==> config.mk <==
export PLATFORM = sky130hd
export DESIGN_NAME = rr_onehot_arbiter_flat
export DESIGN_NICKNAME = d
export VERILOG_FILES = /design/src/rtl/rr_onehot_arbiter_if.sv /design/src/rtl/rr_onehot_arbiter.sv /design/src/flat_wrapper.sv
export SDC_FILE = /design/constraint.sdc
export NUM_CORES = 1
export LEC_CHECK = 0
export ABC_AREA = 1
export CAP_MARGIN = 20
export CORE_MARGIN = 2
export CORE_UTILIZATION = 30
export CTS_CLUSTER_DIAMETER = 200
export DETAILED_ROUTE_END_ITERATION = 8
export PLACE_DENSITY = 0.45
export SLEW_MARGIN = 20
export SYNTH_ARGS = -nofsm -noshare
export SYNTH_HDL_FRONTEND = slang
export SYNTH_SLANG_ARGS = --single-unit
==> constraint.sdc <==
create_clock -name clk -period 3 [get_ports clk]
set_input_delay 0.3 -clock clk [delete_from_list [all_inputs] [get_ports clk]]
set_output_delay 0.3 -clock clk [all_outputs]
set_load 0.01 [all_outputs]
==> src/rtl/rr_onehot_arbiter_if.sv <==
// Request/grant bundle between the request sources, the round-robin arbiter
// and the downstream 8-to-3 encoder.
interface rr_onehot_arbiter_if;
  logic [7:0] req;
  logic       gnt_ack;
  logic [7:0] grant;
  logic       gnt_valid;
  logic [7:0] pending;
  logic       timeout;

  // master: request sources plus the grant consumer; slave: the arbiter
  modport master (
    output req,
    output gnt_ack,
    input  grant,
    input  gnt_valid,
    input  pending,
    input  timeout
  );

  modport slave (
    input  req,
    input  gnt_ack,
    output grant,
    output gnt_valid,
    output pending,
    output timeout
  );
endinterface

==> src/rtl/rr_onehot_arbiter.sv <==
// 8-source round-robin arbiter with sticky pending bits, a registered one-hot
// grant held until acknowledged, and a timeout that withdraws a stuck grant.
module rr_onehot_arbiter #(
  parameter int N       = 8,
  parameter int TIMEOUT = 16
) (
  input logic              clk,
  input logic              rst,
  rr_onehot_arbiter_if.slave bus
);

  localparam int PW = $clog2(N);

  typedef enum logic {
    IDLE  = 1'b0,
    GRANT = 1'b1
  } state_t;

  state_t         state;
  logic [N-1:0]   pending_q;
  logic [N-1:0]   grant_q;
  logic           valid_q;
  logic           timeout_q;
  logic [PW-1:0]  ptr;
  logic [7:0]     cnt;

  logic [N-1:0]   sel_onehot;
  logic           sel_found;
  logic [PW-1:0]  scan_idx;
  logic [PW-1:0]  grant_idx;
  logic [N-1:0]   clr;

  // Wrap-around priority search starting at the pointer.
  // NOTE: every always_comb output gets a default first so no latch is inferred.
  always_comb begin
    sel_onehot = '0;
    sel_found  = 1'b0;
    scan_idx   = '0;
    for (int i = 0; i < N; i++) begin
      scan_idx = ptr + PW'(i);
      if (!sel_found && pending_q[scan_idx]) begin
        sel_onehot[scan_idx] = 1'b1;
        sel_found            = 1'b1;
      end
    end
  end

  always_comb begin
    grant_idx = '0;
    for (int i = 0; i < N; i++) begin
      if (grant_q[i]) grant_idx = PW'(i);
    end
  end

  assign clr = (state == GRANT && bus.gnt_ack) ? grant_q : '0;

  // NOTE: sequential state uses non-blocking assignments only, so every
  // register samples pre-edge values regardless of statement order.
  always_ff @(posedge clk or posedge rst) begin
    if (rst) begin
      state     <= IDLE;
      pending_q <= '0;
      grant_q   <= '0;
      valid_q   <= 1'b0;
      timeout_q <= 1'b0;
      ptr       <= '0;
      cnt       <= '0;
    end else begin
      // Set wins over clear so a re-request on the ack edge is not lost.
      pending_q <= (pending_q & ~clr) | bus.req;
      timeout_q <= 1'b0;
      case (state)
        IDLE: begin
          if (|pending_q) begin
            grant_q <= sel_onehot;
            valid_q <= 1'b1;
            cnt     <= '0;
            state   <= GRANT;
          end
        end
        GRANT: begin
          if (bus.gnt_ack) begin
            grant_q <= '0;
            valid_q <= 1'b0;
            ptr     <= grant_idx + PW'(1);
            state   <= IDLE;
          end else if (cnt == 8'(TIMEOUT - 1)) begin
            // Withdraw but keep the pending bit; the source retries later.
            grant_q   <= '0;
            valid_q   <= 1'b0;
            ptr       <= grant_idx + PW'(1);
            timeout_q <= 1'b1;
            state     <= IDLE;
          end else begin
            cnt <= cnt + 8'd1;
          end
        end
        default: state <= IDLE;
      endcase
    end
  end

  assign bus.grant     = grant_q;
  assign bus.gnt_valid = valid_q;
  assign bus.pending   = pending_q;
  assign bus.timeout   = timeout_q;

endmodule

==> src/flat_wrapper.sv <==
// flat-port wrapper written by rule: the top's interface ports become plain ports
module rr_onehot_arbiter_flat 
#(
  parameter int N       = 8,
  parameter int TIMEOUT = 16
)
  (clk, rst, bus_req, bus_gnt_ack, bus_grant, bus_gnt_valid, bus_pending, bus_timeout);
  rr_onehot_arbiter_if bus_i ();
  input logic clk;
  input logic rst;
  input wire logic [$bits(bus_i.req)-1:0] bus_req;
  input wire logic [$bits(bus_i.gnt_ack)-1:0] bus_gnt_ack;
  output wire logic [$bits(bus_i.grant)-1:0] bus_grant;
  output wire logic [$bits(bus_i.gnt_valid)-1:0] bus_gnt_valid;
  output wire logic [$bits(bus_i.pending)-1:0] bus_pending;
  output wire logic [$bits(bus_i.timeout)-1:0] bus_timeout;
  assign bus_i.req = bus_req;
  assign bus_i.gnt_ack = bus_gnt_ack;
  assign bus_grant = bus_i.grant;
  assign bus_gnt_valid = bus_i.gnt_valid;
  assign bus_pending = bus_i.pending;
  assign bus_timeout = bus_i.timeout;
  rr_onehot_arbiter #(.N(N), .TIMEOUT(TIMEOUT)) u_core (.clk(clk), .rst(rst), .bus(bus_i));
endmodule
==> results of run 1 <==
how the worst min path moves through the flow:
stage | slack, ps | from | endpoint
after global placement | 470 | u_core.bus.gnt_valid | u_core.bus.gnt_valid
after CTS | 410 | rst | u_core.cnt[3]
after detailed placement | 460 | u_core.bus.gnt_valid | u_core.bus.gnt_valid
after global routing | 440 | rst | u_core.cnt[4]
after floorplan | 370 | bus_gnt_ack | u_core.bus.timeout
final | 390 | rst | u_core.bus.gnt_valid
Yosys cell counts, drive strengths merged, types with 7 or more instances:
library cell  instances  area [µm²]
nand3                75         380
nand3b                8        60.1
inv                  43         161
nand4                11        68.8
nor2                 46         196
buf                   9        56.3
nand2               112         438
ha                    8         100
nor3                 19        95.1
a21oi                 7        35.0
o21ai                13        65.1
dfrtp                30         751
where the power goes:
part / leakage [µW] / total (µW) / switching [µW] / internal [µW]
combinational: 0.00108 / 1920 / 1280 / 633
sequential: 0.000361 / 643 / 140 / 503
clock: 0.0000482 / 341 / 156 / 185
stage by stage:
step	utilization [%]	instance area (µm²)	setup slack, ps	total power (µW)	hold slack (ps)
3_5_place_dp	35.8	2930	307	2540	464
3_3_place_gp	35.8	2930	360	2580	466
6_report	37.3	3050	340	2900	395
5_1_grt	37.3	3050	54.7	3170	442
2_1_floorplan	-	2520	410	1970	366
4_1_cts	36.9	3020	294	2890	405
sequential cells by signal (all words and copies together) (netlist names):
signal,cells
u_core.bus.grant,8
u_core.bus.pending,8
u_core.bus.gnt_valid,1
u_core.cnt,8
u_core.ptr,3
u_core.bus.timeout,1
u_core.state,1
cell families after synthesis:
group	Yosys count
compound gates	27
xor+xnor	1
buf+inv	54
flops	30
fa+ha+maj	8
simple gates	275
cell type report:
class	count	area share, %
clock buffers	7	2.83
well taps	105	4.31
multi-input cells	311	50.7
clock inverters	1	0.164
flip-flops and latches	30	24.7
repair buffers	38	12.1
inverters	43	5.30
layer usage:
layer	global-route usage [%]	vias up	routed length (µm)
li1	-	1370	-
met1	25.9	1194	3800
met2	28.5	76	3500
met3	1.98	11	263
met4	6.43	0	121
met5	0	-	0
what timing repair did:
item	CTS	global route
endpoints found under the setup margin	0	6
buffers inserted	0	2
resized for setup	0	1
hold buffers	0	0
endpoints found under the hold margin	0	0
tightest hold or removal path: stages:
cell and delay, ps:
clkdlybuf4s50_1 390, inv_1 50, buf_4 350
==> flow_summary.ini, run 1 <==
[cells_and_area]
layout.cells.non_filler = 535
diodes = 0
multi_input_comb_area_mm2 = 0.00154
finish.net_count = 448
fillers = 881
layout_common_cells = nand2_1, nand3_1, nor2_1, inv_1, dfrtp_1
area.sequential_um2 = 752
area_growth_syn_to_layout_pct = 21.0
layout-drive-gt1-share_pct = 6.98
layout_commonest_cell = nand2_1

[routing]
routed_via_density = 4.96
routed-via-count = 2651
remaining_drc_errors = 0
detail-route-antenna-nets = 0
finalWirelength_um = 7680
detail_route.wl_per_cell_um = 14.4
drt-pass1-iter-count = 4
drt_first_iter_violations = 128

[placed_design]
count_of_input_and_output_buffers = 28
placed_cells_incl_taps = 525
finalWeightedCongestion = 0.861
place_hpwl_um = 5930

[synthesis]
post_synth_instance_area_mm2 = 0.00252
mappedNetlistNets = 414
synth_warnings = 0
post_synth_num_cell_types = 31
synthSimpleGateAreaFrac_pct = 50.3
flop_and_latch_count_out_of_synthesis = 30
dominantRegCellSynth = dfrtp_1
yosys.area_share.xor_xnor_pct = 0.348
synth_compound_area_share_pct = 6.65
post_synth_mux_area_share_pct = 0
synth_cells = 395
post_synth_fa_ha_maj_area_fraction_pct = 3.97
synth_sequential_area_ratio_pct = 29.8
combinational_family_with_the_most_area_after_synthesis = simple AND/OR/NAND/NOR gates
synth_enable_flop_cells = 0
synth_area_per_cell_um2 = 6.38
async_reset_ff_share_pct = 100

[die]
io_pins = 29
total_die_area_mm2 = 0.00915
initial_core_util_pct = 30.8
die_y_um = 95.7
die_x_um = 95.7
rows = 33
core_box_area_mm2 = 0.00818

[clock_tree]
clk_path_buf_depth = 2
cts_num_sinks = 30
source_to_sink_clock_delay_at_the_later_pin_of_the_worst_skew_pair_ps = 280
clk_pin_slew_ps = 70
ctsHtreeMaxLevel = 2
cts_root_buf = clkbuf_8
cts_made_buffers = 5
cts_tree = yes

[worst_setup_path]
worst-setup-path-type = reg2reg
worstPathBufferInverterCount = 3
r2r_setup_slack_ps = 340
cp_data_required_time_ps = 3220
critical_path.startpoint_type = flop
r2r_start = u_core.ptr[1]
worst_r2r_endpoint = u_core.bus.grant[6]
critical_path_cell_count = 16
cp_slowest_cell = dfrtp_1
path_delay_family = simple AND/OR/NAND/NOR gates
worst-path-max-fanout = 18
critical_path_arrival_ps = 2880
critPathCaptureType = flop
worstPathCellList = inv_1 -> ha_1 -> inv_1 -> nand3_1 -> nand2_1 -> nand2_1 -> nand2_2 -> nand2_2 -> nor2_8 -> nand3_2 -> nor2_4 -> buf_12 -> nand3_1 -> nand3_1 -> nand2_1 -> nand2_1
worst_setup_path_startpoint = u_core.ptr[1]
endpoint = u_core.bus.grant[6]
worst_path_most_repeated_cell = nand2_1
worst-r2r-cell-count = 16
worst_path_largest_cell_delay_ps = 380

[timing]
post-route-min-period_ps = 2660
clock-skew-final_ps = 5.04
setup_total_negative_slack_ps = 0
timing.final.crit_share_pct = 88.7
worst-slew-pin-transition_ps = 646
slew-limit-headroom_pct = 56.8
fmaxAchievable_mhz = 376
slew_violations = 0
grt_setup_unrepaired = false
final-hold-violation-count = 0
setup_viol_count_final = 0

[run]
drv.max_cap_violation_count = 0

[outcome]
result_of_the_run = finished, final reports clean

[global_routing]
grt_pass1_wl_um = 12900
global_route.overflow_total = 0
antenna_found_initial = 0
vias_in_the_first_global_route = 2593
grt_start_max_net_pins = 31
track_usage_pct = 18.2

[power]
power_per_cell_area_mw_per_mm2 = 952
p_leak_uw = 0.00149
irDropWorstVdd_mv = 0.419

[hold_path]
min_path_type = in2async
No activity file was read; power rests on OpenSTA's default activity.
==> run 2: changes to the inputs <==
--- a/config.mk
+++ b/config.mk
@@ -11,7 +11,9 @@
 export CORE_UTILIZATION = 30
 export CTS_CLUSTER_DIAMETER = 200
 export DETAILED_ROUTE_END_ITERATION = 8
+export GPL_TIMING_DRIVEN = 0
 export PLACE_DENSITY = 0.45
+export SKIP_LAST_GASP = 1
 export SLEW_MARGIN = 20
 export SYNTH_ARGS = -nofsm -noshare
 export SYNTH_HDL_FRONTEND = slang
==> flow_summary.ini, run 2 (synthesis results as in run 1) <==
[routing]
detail-route-antenna-nets = 0
finalWirelength_um = 7780
routed_via_density = 5.01
routed-wl-met3_um = 278
remaining_drc_errors = 0
detail_route.wl_per_cell_um = 14.5
drt_first_iter_violations = 105
drt-pass1-iter-count = 5
route.met2.wl_um = 3700
routed-via-count = 2691
post_route_m1_wl_um = 3770
routed.top_layer = met4

[power]
p_leak_uw = 0.00147
irDropWorstVdd_mv = 0.310
power_per_cell_area_mw_per_mm2 = 946
p_total_uw = 2870

[hold_path]
min_path_type = in2async

[cells_and_area]
layout_common_cells = nand2_1, nand3_1, nor2_1, inv_1
area_growth_syn_to_layout_pct = 20.4
layout.cells.non_filler = 537
diodes = 0
layout_commonest_cell = nand2_1
layout-drive-gt1-share_pct = 7.64
finish.net_count = 451
fillers = 887

[die]
total_die_area_mm2 = 0.00915
die_x_um = 95.7
die_y_um = 95.7
io_pins = 29
rows = 33
core_box_area_mm2 = 0.00818
initial_core_util_pct = 30.8

[timing]
timing.final.crit_share_pct = 91.1
setup_total_negative_slack_ps = 0
final-hold-violation-count = 0
grt_setup_unrepaired = false
finalHoldWorstSlack_ps = 414
setup_viol_count_final = 0
worst-slew-pin-transition_ps = 621
clock-skew-final_ps = 6.39
post-route-min-period_ps = 2730
worst_slack_ps = 268
fmaxAchievable_mhz = 366
slew-limit-headroom_pct = 58.5
slew_violations = 0

[worst_setup_path]
critical_path_arrival_ps = 2900
worst-path-max-fanout = 10
critPathCaptureType = flop
worst-setup-path-type = reg2reg
critical_path.startpoint_type = flop
cp_data_required_time_ps = 3170

[global_routing]
grt_pass1_wl_um = 12800
track_usage_pct = 18.0
global_route.overflow_total = 0
vias_in_the_first_global_route = 2524
grt_start_max_net_pins = 31
antenna_found_initial = 0

[clock_tree]
cts_root_buf = clkbuf_8
source_to_sink_clock_delay_at_the_later_pin_of_the_worst_skew_pair_ps = 280
cts_num_sinks = 30
cts_hold_buf = 0
ctsHtreeMaxLevel = 2
cts_tree = yes
clk_pin_slew_ps = 60
cts_made_buffers = 5
clk_path_buf_depth = 2

[placed_design]
finalWeightedCongestion = 0.845
placed_cells_incl_taps = 528
dp_worst_setup_slack_ps = -225
place_hpwl_um = 5940
count_of_input_and_output_buffers = 28

[outcome]
result_of_the_run = finished, final reports clean

[run]
drv.max_cap_violation_count = 0
[run 2: cell types whose count changed in the layout (fill, tap and decap cells not counted), sizes merged]
cell      previous run  this run
clkinvlp             0         1
buf                 10        12
clkbuf               7         8
clkinv               1         0
inv                 43        42
[run 2: final timing paths]
check	start	endpoint	slack, ps	depth (start not counted)
hold / removal	rst	u_core.cnt[3]	410	2
setup reg to reg	u_core.ptr[1]	u_core.bus.grant[2]	270	14
max in group asynchronous	rst	u_core.ptr[1]	2130	2
hold reg to reg	u_core.bus.gnt_valid	u_core.bus.gnt_valid	490	2
min in group clk	u_core.bus.gnt_valid	u_core.bus.gnt_valid	490	2
setup / recovery	u_core.ptr[1]	u_core.bus.grant[2]	270	14
[run 2: report_power, final]
| part | internal, µW | leakage [µW] | switching (µW) |
|---|---|---|---|
| clock network | 159 | 0.0000383 | 142 |
| logic | 639 | 0.00108 | 1300 |
| registers | 505 | 0.000360 | 130 |
[run 2: per-stage QoR]
stage | instance area [µm²] | utilization, %
finish | 3030 | 37.1
global placement | 2930 | 35.9
detailed placement | 2930 | 35.9
global route | 3030 | 37.1
CTS | 3000 | 36.7
floorplan | 2520 | -
[run 2: metal layers]
metal / up-vias / track usage (%)
met5: - / 0
met4: 0 / 3.21
met3: 4 / 1.90
met2: 54 / 30.9
met1: 1262 / 24.7
li1: 1371 / -
[run 2: layout make-up]
class	count	area [µm²]	area share (%)
Multi-Input combinational cell	311	1550	50.9
Timing Repair Buffer	31	303	9.98
Buffer	10	60.1	1.98
Inverter	43	165	5.44
Tap cell	105	131	4.33
Clock buffer	7	76.3	2.52
Sequential cell	30	753	24.8
[run 2: timing repair]
item,4_1_cts,5_1_grt
setup buffers,0,3
resized for setup,0,4
endpoints found under the setup margin,8,8
[run 2: critical path: stages (launching register included)]
cell and delay, ps:
dfrtp_2 480, clkinvlp_4 190, ha_1 350, inv_1 110, buf_2 250, nand3_1 100
nand2_1 140, o21a_2 230, buf_2 230, nand3b_1 130, nand3_1 80, nor2_1 120
nand3_1 90, nand2_1 60, nand2_1 50
